===== src/rtl/sync_up_counter_pkg.sv =====
// Shared defaults and helpers for the synchronous up counter.
package sync_up_counter_pkg;

  localparam int DEF_WIDTH    = 4;
  localparam int DEF_MAX      = 15;
  localparam int DEF_PRESCALE = 1;

  // Saturate a load value to the terminal count so out-of-range states are never loaded.
  function automatic int clamp_load(input int din, input int max);
    return (din > max) ? max : din;
  endfunction

endpackage


===== src/rtl/sync_up_counter_prescaler.sv =====
// Prescaler: emits a one-cycle tick every PRESCALE enabled cycles; holds phase while en is low.
module sync_prescaler #(
  parameter int PRESCALE = 1
) (
  input  logic clk,
  input  logic rst,
  input  logic en,
  input  logic clr,
  output logic tick
);

  generate
    if (PRESCALE == 1) begin : g_bypass
      logic unused_inputs;
      assign unused_inputs = &{1'b0, clk, rst, clr};
      assign tick = en;
    end else begin : g_div
      localparam int CW = $clog2(PRESCALE);
      logic [CW-1:0] phase;

      assign tick = en && (phase == CW'(PRESCALE - 1));

      always_ff @(posedge clk) begin
        if (rst || clr) begin
          phase <= '0;
        end else if (en) begin
          if (tick) phase <= '0;
          else      phase <= phase + CW'(1);
        end
      end
    end
  endgenerate

endmodule


===== src/rtl/sync_up_counter.sv =====
// Fully synchronous modulo-(MAX+1) up counter with prescaler, load, compare and sticky overflow.
module sync_up_counter
  import sync_up_counter_pkg::*;
#(
  parameter int WIDTH    = DEF_WIDTH,
  parameter int MAX      = DEF_MAX,
  parameter int PRESCALE = DEF_PRESCALE
) (
  input  logic             clk,
  input  logic             rst,
  input  logic             en,
  input  logic             ld,
  input  logic [WIDTH-1:0] din,
  input  logic [WIDTH-1:0] cmp,
  input  logic             ovf_clr,
  output logic [WIDTH-1:0] z,
  output logic             tc,
  output logic             wrap,
  output logic             match,
  output logic             ovf
);

  generate
    if (MAX > (2 ** WIDTH) - 1) begin : g_bad_max
      $error("sync_up_counter: MAX does not fit in WIDTH bits");
    end
    if (PRESCALE < 1) begin : g_bad_prescale
      $error("sync_up_counter: PRESCALE must be at least 1");
    end
  endgenerate

  localparam logic [WIDTH-1:0] MAX_V = WIDTH'(MAX);

  logic tick;
  logic wrap_set;

  sync_prescaler #(.PRESCALE(PRESCALE)) u_prescaler (
    .clk  (clk),
    .rst  (rst),
    .en   (en),
    .clr  (ld),
    .tick (tick)
  );

  // A load in the wrap cycle suppresses both the wrap pulse and the overflow set.
  assign wrap_set = tick && !ld && (z == MAX_V);

  always_ff @(posedge clk) begin
    if (rst) begin
      z    <= '0;
      wrap <= 1'b0;
    end else if (ld) begin
      z    <= WIDTH'(clamp_load(int'(din), MAX));
      wrap <= 1'b0;
    end else if (tick) begin
      z    <= (z == MAX_V) ? '0 : z + WIDTH'(1);
      wrap <= (z == MAX_V);
    end else begin
      wrap <= 1'b0;
    end
  end

  always_ff @(posedge clk) begin
    if (rst)            ovf <= 1'b0;
    else if (wrap_set)  ovf <= 1'b1;
    else if (ovf_clr)   ovf <= 1'b0;
  end

  assign tc    = (z == MAX_V);
  assign match = (z == cmp);

endmodule


===== config.mk =====
export PLATFORM = sky130hd
export DESIGN_NAME = sync_up_counter
export DESIGN_NICKNAME = d
export VERILOG_FILES = /design/src/rtl/sync_up_counter_pkg.sv /design/src/rtl/sync_up_counter_prescaler.sv /design/src/rtl/sync_up_counter.sv
export SDC_FILE = /design/constraint.sdc
export NUM_CORES = 1
export LEC_CHECK = 0
export CAP_MARGIN = 0
export CORE_AREA = 2 2 39 41
export DETAILED_ROUTE_END_ITERATION = 8
export DIE_AREA = 0 0 41 43
export SETUP_SLACK_MARGIN = 0.15
export SYNTH_ARGS = -nofsm -noshare
export SYNTH_HDL_FRONTEND = slang
export SYNTH_HIERARCHICAL = 1
export SYNTH_SLANG_ARGS = --single-unit

===== constraint.sdc =====
create_clock -name clk -period 3.95 [get_ports clk]
set_input_delay 0.395 -clock clk [delete_from_list [all_inputs] [get_ports clk]]
set_output_delay 0.395 -clock clk [all_outputs]
set_load 0.005 [all_outputs]

==> results.py <==
metrics = {
    "power": {
        "peakVddDrop_mv": 0.1867,
        "intPower_uw": 122.4,
        "total_power_uw": 160.7,
        "p_leak_uw": 0.0002298,
        "clkPwrFrac": 0.345,
        "p_per_area_nw_per_um2": 275.6,
        "sequentialPowerShare": 0.427,
        "switchingPower_uw": 38.31,
        "pwr-share-comb": 0.228,
        "switching_share": 0.2384,
    },
    "setup_path": {
        "startpoint_type": "input pin",
        "crit_type": "input pin to output port",
        "crit_path_end_kind": "output port",
        "crit_fanout": 1,
        "worstPathArrival_ns": 1.77,
        "cp.required_ns": 3.56,
    },
    "floorplan": {
        "die_height_um": 43,
        "ios": 21,
        "start_util": 0.2514,
        "fp.dieW_um": 41,
        "fp-row-count": 14,
        "die_area_um2": 1763,
        "core_um2": 1384,
    },
    "sta": {
        "timing.fmax_ghz": 0.4610,
        "finalHoldViolCount": 0,
        "setup_violations": 0,
        "slew_violations": 0,
        "rsz0062_at_grt": "false",
        "skew_ns": 0.002615,
        "layout_setup_ws_ns": 1.781,
        "worstMarginPinSlew_ns": 0.2936,
        "period_share": 0.5491,
        "slew_headroom": 0.8037,
        "fin_setup_tns_ns": 0,
        "period_minus_slack_ns": 2.169,
    },
    "finish": {
        "fin_nets": 76,
        "antennaDiodeCount": 0,
        "postLayoutCellArea_um2": 583.1,
        "area_growth_syn_to_layout_pct": 67.63,
        "layout-drive-gt1-share": 0.1333,
        "layoutNonFillerInstCount": 76,
    },
    "min_path": {
        "hold_path.class": "register to register",
    },
    "clock_network": {
        "h-tree-depth": 1,
        "root_buffer": "clkbuf_4",
        "cts_buffers": 3,
        "postCtsSetupBuffers": 0,
        "cts_buffer_depth": 2,
        "holdBufCountCts": 0,
        "clock-sinks": 6,
        "post_cts_resized": 0,
        "clk_pin_slew_ns": 0.04,
        "cts_tree": "built",
        "worstSkewPairLatency_ns": 0.24,
    },
    "synth": {
        "synth_top_area_cell": "dfxtp_1",
        "yosys-top-cells-area": "dfxtp_1, xor2_1, a21oi_1",
        "ys_ff_latch": 6,
        "synth_top_area_share": 0.3453,
        "synth_cells": 38,
        "syn_avg_cell_area_um2": 9.154,
        "ys_warn_count": 6,
        "ys_types": 20,
        "seq_area_frac_synth": 0.3453,
        "synth_area_um2": 347.8,
        "syn-num-nets": 52,
    },
    "detailed_routing": {
        "drt-wirelength-per-cell_um": 10.47,
        "via_per_inst": 4.684,
        "route.detailed.drc": 0,
        "ant_nets": 0,
        "num_vias": 356,
        "drt_iter0_markers": 7,
        "firstDrtPassIters": 4,
        "drt-total-wl_um": 796,
    },
    "placement": {
        "portBuffers": 20,
        "placed_cells": 73,
        "hpwl_um": 631.8,
        "place_area_um2": 560.5,
        "dp_slack_ns": 1.753,
        "place.gp.congestion": 0.6329,
    },
    "run": {
        "max_cap_viol_count": 0,
    },
    "global_routing": {
        "antenna_found_initial": 0,
        "grt_pass1_vias": 322,
        "grt_pass1_wl_um": 1248,
        "grt_max_degree": 8,
        "grt-ovfl-total": 0,
        "grt_usage": 0.1118,
    },
    "outcome": {
        "run_status": "complete, no violations",
    },
}
==> per-layer routing <==
layer | global-route usage | share of wire | vias to the layer above | routed length, µm
met5 | 0 | 0 | - | 0
met4 | 0.06000 | 0.014 | 0 | 11
met3 | 0.06806 | 0.099 | 2 | 79
met2 | 0.1594 | 0.49 | 15 | 387
met1 | 0.1234 | 0.40 | 161 | 317
li1 | - | - | 178 | -
==> state kept, by name (all words and copies together) (netlist names) <==
register / cells
ovf: 1
wrap: 1
z: 4
==> power groups by stage <==
stage,registers (µW),clock network (µW),logic (µW)
floorplan,68.9,0,14.7
global placement,69.8,0,36.5
detailed placement,69.8,0,36.9
CTS,68.6,57.9,37.2
global route,69.0,61.6,40.9
finish,68.6,55.4,36.7
==> final cells by class <==
| cell class | count | area (µm²) |
|---|---|---|
| flip-flops and latches | 6 | 120.1 |
| fillers | 153 | 800.8 |
| clock buffers | 3 | 22.52 |
| repair buffers | 20 | 200.2 |
| multi-input cells | 28 | 209.0 |
| inverters | 3 | 11.26 |
| well taps | 16 | 20.02 |
==> cell families (layout without fill, tap and decap cells) <==
| logic type | after synthesis | in the layout | share of synthesized area |
|---|---|---|---|
| buffers and inverters | 4 | 26 | 0.05396 |
| AND/OR/NAND/NOR | 13 | 13 | 0.2231 |
| XOR/XNOR | 6 | 6 | 0.1511 |
| adder cells (fa/ha/maj) | 1 | 1 | 0.03597 |
| flip-flops | 6 | 6 | 0.3453 |
| multiplexers | 1 | 1 | 0.03237 |
| AO/OA/AOI/OAI | 7 | 7 | 0.1583 |
==> synth_stat cells (all sizes together) <==
cell type	number
or3	1
o22ai	1
a21oi	4
nand3	2
nand2b	1
nor2	2
xor2	6
nor3b	1
dfxtp	6
or4	1
ha	1
buf	1
inv	3
mux2	1
nand2	3
nor4	1
a211oi	1
and3	1
a221oi	1
==> worst max-delay path: stages <==
cell and delay [ns]:
clkdlybuf4s50_1 0.42, xor2_1 0.15, nor4_1 0.26, clkdlybuf4s50_1 0.54
==> cell usage in the layout, fill, tap and decap left out, drive strengths merged <==
cell type,n
nand2,3
a21oi,4
o22ai,1
nand2b,1
nand3,2
ha,1
xor2,6
mux2,1
a221oi,1
nor3b,1
and3,1
inv,3
nor4,1
clkbuf,3
or3,1
dfxtp,6
or4,1
clkdlybuf4s50,20
a211oi,1
nor2,2
==> stage by stage <==
| stage | hold WS, ns | util |
|---|---|---|
| after detailed placement | 0.4773 | 0.4051 |
| final | 0.4723 | 0.4213 |
| after global routing | 0.4996 | 0.4213 |
| after floorplan | 0.4597 | - |
| after global placement | 0.4624 | 0.4051 |
| after CTS | 0.4826 | 0.4213 |
==> path summary, 6_finish.rpt <==
kind | startpoint | end | slack, ns | depth (start not counted)
setup / recovery | cmp[0] | match | 1.78 | 4
hold / removal | ovf | ovf | 0.47 | 2
setup reg to reg | z[0] | z[0] | 2.55 | 4
hold reg to reg | ovf | ovf | 0.47 | 2
(Power assumes the default switching activity.)
